`src/rtl/eth_pkg.sv`:
```
// Shared constants and FSM state type for the Clause-22 MDIO master.
package eth_pkg;

  localparam logic [1:0] MDIO_ST    = 2'b01;
  localparam logic [1:0] MDIO_OP_WR = 2'b01;
  localparam logic [1:0] MDIO_OP_RD = 2'b10;
  localparam logic [1:0] MDIO_TA_WR = 2'b10;

  localparam logic [5:0] PREAMBLE_BITS = 6'd32;
  localparam logic [5:0] TA_START      = 6'd46;
  localparam logic [5:0] TA_ERR_BIT    = 6'd47;
  localparam logic [5:0] DATA_START    = 6'd48;
  localparam int         FRAME_BITS    = 64;

  typedef enum logic [2:0] {
    ST_RST_HOLD,
    ST_RST_WAIT,
    ST_IDLE,
    ST_SHIFT,
    ST_DONE
  } mdio_state_t;

endpackage

```
`src/rtl/mdio_tick_gen.sv`:
```
// MDC generator: half-period counter that runs only while enabled and
// emits single-cycle strobes on the clk cycle before each MDC edge.
module mdio_tick_gen #(
  parameter int CLK_DIV = 20
) (
  input  logic clk,
  input  logic rst,
  input  logic i_en,
  output logic o_rise_tick,
  output logic o_fall_tick,
  output logic o_mdc
);

  localparam int                DIV_W    = $clog2(CLK_DIV);
  localparam logic [DIV_W-1:0]  DIV_LAST = DIV_W'(CLK_DIV - 1);

  logic [DIV_W-1:0] r_div;
  logic             r_mdc;
  logic             w_half_end;

  assign w_half_end  = i_en && (r_div == DIV_LAST);
  assign o_rise_tick = w_half_end && !r_mdc;
  assign o_fall_tick = w_half_end && r_mdc;
  assign o_mdc       = r_mdc;

  // NOTE: sequential state uses non-blocking assignments so every flop samples pre-edge values.
  always_ff @(posedge clk or negedge rst) begin
    if (!rst) begin
      r_div <= '0;
      r_mdc <= 1'b0;
    end else if (!i_en) begin
      r_div <= '0;
      r_mdc <= 1'b0;
    end else if (w_half_end) begin
      r_div <= '0;
      r_mdc <= !r_mdc;
    end else begin
      r_div <= r_div + 1'b1;
    end
  end

endmodule

```
`src/rtl/mdio_master.sv`:
```
// Clause-22 MDIO master with PHY hardware-reset sequencer; serialises one
// 64-bit read/write frame per accepted command.
module mdio_master
  import eth_pkg::*;
#(
  parameter int CLK_DIV         = 20,
  parameter int PHY_RST_CYCLES  = 1000,
  parameter int PHY_WAIT_CYCLES = 500000
) (
  input  logic        clk,
  input  logic        rst,
  input  logic        cmd_valid,
  output logic        cmd_ready,
  input  logic        cmd_write,
  input  logic [4:0]  cmd_phy,
  input  logic [4:0]  cmd_reg,
  input  logic [15:0] cmd_wdata,
  output logic        rsp_valid,
  output logic [15:0] rsp_rdata,
  output logic        rsp_err,
  output logic        busy,
  output logic        phy_rstn,
  output logic        mdc,
  output logic        mdio_o,
  output logic        mdio_oe,
  input  logic        mdio_i
);

  localparam int SEQ_MAX = (PHY_RST_CYCLES > PHY_WAIT_CYCLES) ? PHY_RST_CYCLES : PHY_WAIT_CYCLES;
  localparam int SEQ_W   = $clog2(SEQ_MAX + 1);
  localparam logic [SEQ_W-1:0] RST_LAST  = SEQ_W'(PHY_RST_CYCLES - 1);
  localparam logic [SEQ_W-1:0] WAIT_LAST = SEQ_W'(PHY_WAIT_CYCLES - 1);
  localparam logic [5:0]       LAST_BIT  = 6'(FRAME_BITS - 1);

  mdio_state_t      r_state, w_next;
  logic [SEQ_W-1:0] r_seq;
  logic             r_phy_rstn;
  logic             r_write;
  logic [31:0]      r_tx;
  logic [5:0]       r_bit;
  logic             r_mdio_o, r_mdio_oe;
  logic [15:0]      r_rx;
  logic             r_err;
  logic             r_rsp_valid;
  logic [15:0]      r_rsp_rdata;
  logic             r_rsp_err;

  logic       w_accept, w_rise, w_fall;
  logic [5:0] w_bit_nx;
  logic       w_oe_nx, w_o_nx;

  mdio_tick_gen #(.CLK_DIV(CLK_DIV)) u_tick (
    .clk         (clk),
    .rst         (rst),
    .i_en        (r_state == ST_SHIFT),
    .o_rise_tick (w_rise),
    .o_fall_tick (w_fall),
    .o_mdc       (mdc)
  );

  assign cmd_ready = (r_state == ST_IDLE);
  assign busy      = (r_state != ST_IDLE);
  assign w_accept  = cmd_valid && cmd_ready;

  // Bits past the preamble come from the latched 32-bit header/data word.
  assign w_bit_nx = r_bit + 1'b1;
  assign w_oe_nx  = r_write || (w_bit_nx < TA_START);
  assign w_o_nx   = !w_oe_nx || (w_bit_nx < PREAMBLE_BITS) || r_tx[~w_bit_nx[4:0]];

  always_ff @(posedge clk or negedge rst) begin
    if (!rst) r_state <= ST_RST_HOLD;
    else      r_state <= w_next;
  end

  // NOTE: next state defaults to the current state first so no path can infer a latch.
  always_comb begin
    w_next = r_state;
    unique case (r_state)
      ST_RST_HOLD: if (r_seq == RST_LAST)  w_next = ST_RST_WAIT;
      ST_RST_WAIT: if (r_seq == WAIT_LAST) w_next = ST_IDLE;
      ST_IDLE:     if (w_accept)           w_next = ST_SHIFT;
      ST_SHIFT:    if (w_fall && (r_bit == LAST_BIT)) w_next = ST_DONE;
      ST_DONE:     w_next = ST_IDLE;
      default:     w_next = ST_RST_HOLD;
    endcase
  end

  always_ff @(posedge clk or negedge rst) begin
    if (!rst) begin
      r_seq       <= '0;
      r_phy_rstn  <= 1'b0;
      r_write     <= 1'b0;
      r_tx        <= '0;
      r_bit       <= '0;
      r_mdio_o    <= 1'b1;
      r_mdio_oe   <= 1'b0;
      r_rx        <= '0;
      r_err       <= 1'b0;
      r_rsp_valid <= 1'b0;
      r_rsp_rdata <= '0;
      r_rsp_err   <= 1'b0;
    end else begin
      r_rsp_valid <= 1'b0;

      if (w_next != r_state)
        r_seq <= '0;
      else if (r_state == ST_RST_HOLD || r_state == ST_RST_WAIT)
        r_seq <= r_seq + 1'b1;

      if (w_next == ST_RST_WAIT) r_phy_rstn <= 1'b1;

      if (w_accept) begin
        r_write   <= cmd_write;
        r_tx      <= {MDIO_ST, cmd_write ? MDIO_OP_WR : MDIO_OP_RD,
                      cmd_phy, cmd_reg, MDIO_TA_WR, cmd_wdata};
        r_bit     <= '0;
        r_mdio_o  <= 1'b1;
        r_mdio_oe <= 1'b1;
      end else if (r_state == ST_SHIFT) begin
        if (w_rise && !r_write) begin
          if (r_bit == TA_ERR_BIT)  r_err <= mdio_i;
          if (r_bit >= DATA_START) r_rx  <= {r_rx[14:0], mdio_i};
        end
        if (w_fall) begin
          if (r_bit == LAST_BIT) begin
            r_mdio_o    <= 1'b1;
            r_mdio_oe   <= 1'b0;
            r_rsp_valid <= 1'b1;
            r_rsp_rdata <= r_write ? 16'h0000 : r_rx;
            r_rsp_err   <= r_write ? 1'b0 : r_err;
          end else begin
            r_bit     <= w_bit_nx;
            r_mdio_oe <= w_oe_nx;
            r_mdio_o  <= w_o_nx;
          end
        end
      end
    end
  end

  assign phy_rstn  = r_phy_rstn;
  assign mdio_o    = r_mdio_o;
  assign mdio_oe   = r_mdio_oe;
  assign rsp_valid = r_rsp_valid;
  assign rsp_rdata = r_rsp_rdata;
  assign rsp_err   = r_rsp_err;

endmodule
```
`config.mk`:
```
export PLATFORM = sky130hd
export DESIGN_NAME = mdio_master
export DESIGN_NICKNAME = d
export VERILOG_FILES = /design/src/rtl/eth_pkg.sv /design/src/rtl/mdio_tick_gen.sv /design/src/rtl/mdio_master.sv
export SDC_FILE = /design/constraint.sdc
export NUM_CORES = 1
export LEC_CHECK = 0
export ABC_CLOCK_PERIOD_IN_PS = 6100
export CAP_MARGIN = 5
export CORE_ASPECT_RATIO = 1.75
export CORE_MARGIN = 2
export CORE_UTILIZATION = 40
export CTS_CLUSTER_DIAMETER = 120
export CTS_CLUSTER_SIZE = 28
export DETAILED_ROUTE_END_ITERATION = 8
export PLACE_DENSITY = 0.6
export SKIP_LAST_GASP = 1
export SLEW_MARGIN = 0
export SYNTH_ARGS = -nofsm -noshare
export SYNTH_HDL_FRONTEND = slang
export SYNTH_SLANG_ARGS = --single-unit
```
`constraint.sdc`:
```
create_clock -name clk -period 6.1 [get_ports clk]
set_clock_uncertainty 0.2 [all_clocks]
set_input_delay 1.22 -clock clk [delete_from_list [all_inputs] [get_ports clk]]
set_output_delay 1.22 -clock clk [all_outputs]
set_load 0.05 [all_outputs]
```
==> summary.md, run 1 <==
| Metric | Value |
|---|---|
| Top post-synthesis cells by area | `dfrtp_1 (53%), nand2_1 (9.7%), mux2_2 (4.3%)` |
| # DRC | `0` |
| Crit end category | `primary output` |
| Post-synth EDFFs | `0` |
| Worst-path cell chain | `nand2b_1 > nor2_1 > clkdlybuf4s50_1` |
| I/O Buffers | `54` |
| Worst-Margin Slew | `1050 ps` |
| Required arrival time at the worst endpoint | `4680 ps` |
| Total CTS buffers | `9` |
| Post-CTS Setup Repair Bufs | `0` |
| Cell Rows | `52` |
| RePlAce Congestion | `0.858` |
| Post-Syn Nets | `517` |
| Critical Path Fanout Max | `12` |
| Top Metal Used | `met4` |
| Gr usage total | `0.153` |
| Metal2 WL | `4950 um` |
| Most common cell in the synthesized netlist | `nand2_1` |
| Filler cells | `1119` |
| Family with the most delay on the worst path | `buffers and inverters` |
| DRT met1 WL | `3780 um` |
| Clk slew on worst S/H paths | `70 ps` |
| CTS Sinks | `101` |
| Hold Buf Count CTS | `0` |
| Ant. Diodes | `0` |
| Synth top cells by count | `nand2_1 (122), dfrtp_1 (100), nor2_1 (43), o21ai_0 (29), nand2b_1 (22)` |
| Vias per cell | `5.11` |
| Max Cap Violations | `0` |
| Largest net degree at the start of global routing | `72` |
| CORE AREA | `11600 sq um` |
| Placement Cell Area | `5350 sq um` |
| Layout Area Growth over Synthesis | `19.6%` |
| Synthesis-stage register bit count | `101` |
| WHS | `271 ps` |
| Slowest CP cell | `clkdlybuf4s50_1` |
| Status | `finished, final reports clean` |
| Final max-slew violation count | `0` |
| Root buf cell | `clkbuf_16` |
| Final WL | `9240 um` |
| Vias | `3416` |
| Crit path DAT | `2190 ps` |
| Pleak | `2.57 nW` |
| Post-synth top area cell | `dfrtp_1` |
| Layout cell share with drive strength beyond 1 | `0.0938` |
| Vias in the first global route | `3425` |
| Pre-antenna DRT Iters | `4` |
| DP Wirelength | `6510 um` |
| Ys flop type | `dfrtp_1` |
| Met3 wire len | `270 um` |
| Fin Setup TNS | `0 ps` |
| Drt wl/cell | `13.8 um` |
| Async set-reset flop share out of synthesis | `1.00` |
| Die height | `148 um` |
| H-tree depth | `3` |
| Max Freq | `277 MHz` |
| CP Class | `flop to primary output` |
| Bufs on Longest Clock Path | `2` |
| Synth warn | `0` |
| Initial antenna violation count | `0` |
| Total die area | `12800 sq um` |
| Mean Syn Cell Area | `9.81 sq um` |
| Yosys cell types | `47` |
| Synth top area share | `0.528` |
| Tcrit/Tclk final | `0.593` |
| Initial drt markers | `179` |
| Post-synthesis sequential area ratio | `0.534` |
| Fin. Hold Viols | `0` |
| VDD IR-drop max | `0.000161 V` |
| CP startpoint kind | `flop` |
| Cells after Synth | `483` |
| Setup Viol. Count Final | `0` |
| Post-cts resize count | `0` |
| First-pass GRT wire length | `15600 um` |
| RSZ-0062 raised after global routing | `false` |
| Min-Delay Path Class | `flop to flop` |
| CTS tree | `built` |
| Fin area | `5670 sq um` |
| Die W | `86.3 um` |
| Ports | `55` |
| Clock latency on the worst-skew pair | `340 ps` |
| Pwr dens | `227 nW/um^2` |
| GRT overflow | `0` |
| Final ANT Viol Nets | `0` |
| Post-route minimum period | `3610 ps` |
| Netlist Area Pre-Place | `4740 sq um` |
| Nets | `562` |
| Slew headroom | `0.295` |
| CP max stage delay | `860 ps` |
| Initial core utilization | `0.409` |
| Crit path buf inv count | `1` |
sequential cells by signal (all words and copies together) (netlist names):
register and count:
mdio_o 1, rsp_valid 1, rsp_rdata 16, r_err 1
mdio_oe 1, u_tick.o_mdc 1, r_state 3, phy_rstn 1
r_bit 6, u_tick.r_div 5, r_seq 19, r_tx 29
r_rx 16, rsp_err 1
metal layers:
layer  track usage  vias up
met3        0.0279       20
li1              -     1703
met4        0.0672        0
met1         0.173     1629
met2         0.276       64
met5             0        -
worst reg2reg max path, stage by stage, from the launching register on:
cell and delay (ps):
dfrtp_1 730, ha_1 400, nand3_1 220, nor2_1 240
nand2_1 620, a22oi_1 420, o22ai_1 120
cells in the final DEF (no fill, tap or decap), types with 9 or more instances in the layout:
master / instances
nor2_1: 43
o21ai_0: 29
dfrtp_1: 100
xnor2_1: 11
clkbuf_16: 9
nand3_1: 16
nand2_1: 122
nand2b_1: 22
xor2_1: 16
clkdlybuf4s50_1: 53
mux2_2: 18
kinds of logic (layout without fill, tap and decap cells):
family / after synthesis / in the layout / share of synthesized area
flops: 101 / 101 / 0.534
xor+xnor: 27 / 27 / 0.0499
buf+inv: 30 / 80 / 0.0309
mux: 30 / 30 / 0.0787
compound gates: 50 / 50 / 0.0650
simple gates: 242 / 242 / 0.234
fa+ha+maj: 3 / 3 / 0.00792
area by class of cell:
| cell class | instances | area [sq um] | share of cell area |
|---|---|---|---|
| Clock buffer | 10 | 239 | 0.0422 |
| Clock inverter | 6 | 72.6 | 0.0128 |
| Inverter | 5 | 18.8 | 0.00331 |
| Multi-Input combinational cell | 352 | 2060 | 0.364 |
| Sequential cell | 101 | 2530 | 0.446 |
| Tap cell | 135 | 169 | 0.0298 |
| Timing Repair Buffer | 59 | 576 | 0.102 |
power by group:
part / total [W] / switching, W / internal (W)
logic: 0.0000336 / 0.0000158 / 0.0000177
registers: 0.000670 / 0.000000379 / 0.000670
clock network: 0.000582 / 0.000250 / 0.000332
total: 0.00129 / 0.000266 / 0.00102
stage by stage:
| stage | setup slack, ps | utilization | std cells | power (W) |
|---|---|---|---|---|
| floorplan | 2890 | - | 483 | 0.000684 |
| global placement | 2910 | 0.462 | 652 | 0.000718 |
| detailed placement | 2850 | 0.462 | 652 | 0.000718 |
| CTS | 2480 | 0.489 | 668 | 0.00130 |
| global route | 2370 | 0.489 | 668 | 0.00133 |
| finish | 2490 | 0.489 | 668 | 0.00129 |
path summary, 6_finish.rpt:
kind / from / end / slack, ps / cells past startpoint
worst max-delay path: r_state[1] / cmd_ready / 2490 / 3
worst min-delay path: r_tx[0] / r_tx[0] / 270 / 2
worst max register to register: r_bit[0] / r_state[1] / 3030 / 6
worst min register to register: r_tx[0] / r_tx[0] / 270 / 2
max in group asynchronous: rst / r_tx[6] / 3860 / 2
min in group asynchronous: rst / r_seq[12] / 590 / 1
Power figures use the tool's default switching activity.
==> run 2, diff against run 1 <==
ABC_CLOCK_PERIOD_IN_PS = 3390   (was 6100)
clock period = 3.39 ns   (was 6.1 ns; I/O delays follow)
==> run 2 against run 1 <==
Against the previous run: via count down 0.47%; global-route usage increased by 0.17 points; register-to-register slack worse by 2500 ps; sequential power grew 81%; hold slack worse by 230 ps; core utilization increased by 0.33 points; critical path type unchanged.
==> summary.md, run 2 (synthesis gave the netlist of run 1 again) <==
| Metric | Value |
|---|---|
| Crit path DAT | `2230 ps` |
| Cell Rows | `52` |
| Most frequent cells in the layout | `nand2_1 (122), dfrtp_1 (100), clkdlybuf4s50_1 (53)` |
| Die height | `148 um` |
| Fin Setup TNS | `0 ps` |
| Commonest non-fill, non-tap cell in the layout | `nand2_1` |
| WHS | `38.9 ps` |
| Psw | `0.000496 W` |
| Worst r2r path cells | `7` |
| Grt met2 use | `0.274` |
| Sw frac | `0.212` |
| Post-CTS Setup Repair Bufs | `0` |
| Ant. Diodes | `0` |
| Top flop regs | `r_tx x29, r_seq x19` |
| Initial antenna violation count | `0` |
| Final ANT Viol Nets | `0` |
| Filler-free cell count of the finished design | `671` |
| Max Freq | `322 MHz` |
| Required arrival time at the worst endpoint | `2510 ps` |
| Storage cell area | `2530 sq um` |
| GRT overflow | `0` |
| CTS tree | `built` |
| Vias in the first global route | `3481` |
| Logic pwr share | `0.027` |
| Bufs on Longest Clock Path | `2` |
| Layout cell share with drive strength beyond 1 | `0.0989` |
| Worst-Margin Slew | `615 ps` |
| Max Cap Violations | `0` |
| Die W | `86.3 um` |
| Nets | `565` |
| Met1 capacity usage during global routing | `0.181` |
| Root buf cell | `clkbuf_16` |
| Busiest grt layer | `met2` |
| Critical Path Fanout Max | `12` |
| Crit end category | `primary output` |
| CTS Sinks | `101` |
| Clk pwr share | `0.458` |
| CP startpoint kind | `flop` |
| # DRC | `0` |
| Footprint of the multi-input gates | `2060 sq um` |
| Initial core utilization | `0.409` |
| Vias | `3400` |
| Drt wl/cell | `13.5 um` |
| DP Wirelength | `6440 um` |
| Met3 usage | `0.0279` |
| Ports | `55` |
| Slew headroom | `0.589` |
| Post-route minimum period | `3100 ps` |
| Layout Area Growth over Synthesis | `20.4%` |
| Tcrit/Tclk final | `0.916` |
| Gr usage total | `0.155` |
| Fin. Hold Viols | `0` |
| Reg with most FFs | `r_tx` |
| RePlAce Congestion | `0.860` |
| Hold Buf Count CTS | `0` |
| Pre-antenna DRT Iters | `4` |
| Status | `finished, final reports clean` |
| Vias per cell | `5.07` |
| CP Class | `flop to primary output` |
| Setup Viol. Count Final | `0` |
| First-pass GRT wire length | `15900 um` |
| CORE AREA | `11600 sq um` |
| Clock latency on the worst-skew pair | `340 ps` |
| Final max-slew violation count | `0` |
| Min-Delay Path Class | `input port to asynchronous set/reset pin` |
| Placed cell count | `655` |
| Pwr dens | `410 nW/um^2` |
| Final WL | `9040 um` |
| I/O Buffers | `54` |
| Max FFs per register | `29` |
| Total CTS buffers | `9` |
| Initial drt markers | `187` |
| Post-cts resize count | `0` |
| VDD IR-drop max | `0.000266 V` |
| Reg power frac | `0.515` |
| Internal power | `0.00185 W` |
| Pleak | `2.60 nW` |
| H-tree depth | `3` |
| RSZ-0062 raised after global routing | `false` |
| Clk slew on worst S/H paths | `70 ps` |
| Largest net degree at the start of global routing | `77` |
| Filler cells | `1131` |
| Total die area | `12800 sq um` |
-- run 2: layer usage --
layer / wire, um / up-vias
met5: 0 / -
met4: 180 / 0
met3: 227 / 11
met2: 4840 / 53
met1: 3800 / 1629
li1: - / 1707
-- run 2: area by class of cell --
cell class	instances	area share
sequential	101	0.443
multi-input combinational	352	0.361
timing repair buffer	62	0.107
clock buffer	10	0.0419
tap	135	0.0296
clock inverter	6	0.0134
inverter	5	0.00329
-- run 2: worst paths after layout --
path / slack, ps / to / from
hold reg to reg: 270 / u_tick.r_div[0] / u_tick.r_div[0]
min in group clk: 270 / u_tick.r_div[0] / u_tick.r_div[0]
setup reg to reg: 570 / r_seq[3] / r_bit[0]
hold / removal: 40 / r_seq[11] / rst
setup / recovery: 290 / cmd_ready / r_state[1]
max in group asynchronous: 2230 / rsp_rdata[4] / rst
-- run 2: through the flow --
step / area [sq um] / setup WS [ps] / total power, W / util
floorplan: 4740 / 724 / 0.00123 / -
global placement: 5390 / 687 / 0.00129 / 0.465
detailed placement: 5390 / 568 / 0.00129 / 0.465
CTS: 5700 / 267 / 0.00238 / 0.493
global route: 5700 / 189 / 0.00243 / 0.493
finish: 5700 / 286 / 0.00234 / 0.493
-- run 2: power by group through the flow --
stage	combinational (W)	clock, W	sequential [W]
3_3_place_gp	0.0000640	0	0.00123
5_1_grt	0.0000700	0.00116	0.00121
3_5_place_dp	0.0000652	0	0.00123
4_1_cts	0.0000654	0.00111	0.00121
6_report	0.0000623	0.00107	0.00121
2_1_floorplan	0.00000188	0	0.00123
-- run 2: critical path, stage by stage (launching register included) --
cell and delay (ps):
dfrtp_1 630, nand2b_1 120, nor2_1 270, clkdlybuf4s50_1 870
==> run 3, diff against run 2 <==
CTS_BUF_LIST = sky130_fd_sc_hd__clkbuf_4   (was not set)
==> run 3 against run 2 <==
Against the previous run: fmax decreased by 4.0%; flip-flop and latch count unchanged; final cell count increased by 0.30%; core utilization decreased by 1.3 points; power decreased by 18%; clock power decreased by 39%; combinational power increased by 1%; critical endpoint unchanged; largest cell class unchanged.
==> summary.md, run 3 (synthesis gave the netlist of run 1 again) <==
| Metric | Value |
|---|---|
| Status | `finished, final reports clean` |
| Post-route minimum period | `3230 ps` |
| Required arrival time at the worst endpoint | `2510 ps` |
| Root buf cell | `clkbuf_4` |
| R2r endpoint | `r_seq[3]` |
| Vias in the first global route | `3501` |
| Reg2reg setup slack | `560 ps` |
| Die W | `86.3 um` |
| DP Wirelength | `6440 um` |
| CP max stage delay | `870 ps` |
| Setup Viol. Count Final | `0` |
| Crit end category | `primary output` |
| Initial drt markers | `139` |
| Ports | `55` |
| Worst r2r path cells | `7` |
| Pre-antenna DRT Iters | `6` |
| Commonest non-fill, non-tap cell in the layout | `nand2_1` |
| Worst setup margin | `156 ps` |
| Filler cells | `1160` |
| Gr usage total | `0.155` |
| GRT overflow | `0` |
| Die height | `148 um` |
| CTS tree | `built` |
| Final WL | `8970 um` |
| Destination of the worst hold path | `u_tick.r_div[0]` |
| Max FFs per register | `29` |
| Hold Startpoint | `u_tick.r_div[0]` |
| Vias per cell | `5.10` |
| Max Cap Violations | `0` |
| Fin Setup TNS | `0 ps` |
| Reg-to-reg startpoint | `r_bit[0]` |
| Bufs on Longest Clock Path | `2` |
| VDD IR-drop max | `0.000165 V` |
| Tcrit/Tclk final | `0.954` |
| RePlAce Congestion | `0.860` |
| Pleak | `2.53 nW` |
| Worst Hold Path Cells | `1` |
| Most frequent cells in the layout | `nand2_1 (122), dfrtp_1 (100), clkdlybuf4s50_1 (53)` |
| Slowest CP cell | `clkdlybuf4s50_1` |
| Layout Area Growth over Synthesis | `17.1%` |
| Clock latency on the worst-skew pair | `460 ps` |
| Final max-slew violation count | `0` |
| CTS Sinks | `101` |
| Fin. Hold Viols | `0` |
| Nets | `566` |
| Worst-path cell chain | `nand2b_1 > nor2_1 > clkdlybuf4s50_1` |
| CP Class | `flop to primary output` |
| Total die area | `12800 sq um` |
| Crit path DAT | `2360 ps` |
| Reg with most FFs | `r_tx` |
| Top flop regs | `r_tx x29, r_seq x19` |
| Slew headroom | `0.596` |
| Critical Path Fanout Max | `12` |
| Worst-Margin Slew | `605 ps` |
| Crit path buf inv count | `1` |
| # DRC | `0` |
| Family with the most delay on the worst path | `buffers and inverters` |
| Critical path depth | `3` |
| Layout cell share with drive strength beyond 1 | `0.0968` |
| RSZ-0062 raised after global routing | `false` |
| Power Total | `0.00193 W` |
| CORE AREA | `11600 sq um` |
| Clk slew on worst S/H paths | `160 ps` |
| Pwr dens | `347 nW/um^2` |
| I/O Buffers | `54` |
| Min-Delay Path Class | `flop to flop` |
| First-pass GRT wire length | `15900 um` |
| Total CTS buffers | `9` |
| CP startpoint kind | `flop` |
| Cell Rows | `52` |
| Final ANT Viol Nets | `0` |
| Drt wl/cell | `13.3 um` |
| H-tree depth | `3` |
| Initial antenna violation count | `1` |
| Vias | `3429` |
| Max Freq | `309 MHz` |
| Initial core utilization | `0.409` |
| Finished Core Util | `0.479` |
| Post-CTS Setup Repair Bufs | `0` |
| Post-Place Setup Slack | `568 ps` |
| Largest net degree at the start of global routing | `77` |
-- run 3: layer usage --
metal	wire length [um]	track usage
met5	0	0
met3	253	0.0313
met2	4820	0.272
met1	3700	0.180
met4	193	0.0695
-- run 3: final cells by class --
type	instances	area [sq um]	share of cell area
clock buffer	9	67.6	0.0122
clock inverter	7	80.1	0.0144
multi-input combinational	352	2060	0.372
timing repair buffer	63	621	0.112
inverter	5	18.8	0.00338
tap	135	169	0.0304
sequential	101	2530	0.456
antenna	1	2.50	0.000451
-- run 3: report_power, final --
part | internal [W] | total [W] | switching [W]
registers | 0.00121 | 0.00121 | 0.000000716
logic | 0.0000343 | 0.0000631 | 0.0000288
clock network | 0.000238 | 0.000657 | 0.000419
-- run 3: what timing repair did --
action                                 in CTS  in global routing
hold buffers                                1                  0
endpoints found under the hold margin      25                  0
gates resized for setup                     0                  0
-- run 3: worst reg2reg max path, cell delays in order (launching register included) --
cell,delay (ps)
dfrtp_1,730
ha_1,400
nand3_1,200
nor2_1,220
a41o_2,250
a31oi_2,130
o21bai_4,450
nor2_1,110
-- run 3: how the worst max path moves through the flow --
stage,startpoint,endpoint,slack (ps)
6_report,r_state[1],cmd_ready,160
4_1_cts,r_state[1],cmd_ready,120
2_1_floorplan,r_state[2],busy,720
3_3_place_gp,r_bit[0],r_seq[1],690
5_1_grt,r_state[1],cmd_ready,30
3_5_place_dp,r_bit[0],r_seq[0],570
-- run 3: metrics by stage --
stage / std cells / hold WS (ps) / cell area, sq um
after floorplan: 483 / 182 / 4740
after global placement: 655 / 253 / 5390
after detailed placement: 655 / 263 / 5390
after CTS: 672 / 284 / 5550
after global routing: 673 / 304 / 5550
final: 673 / 279 / 5550
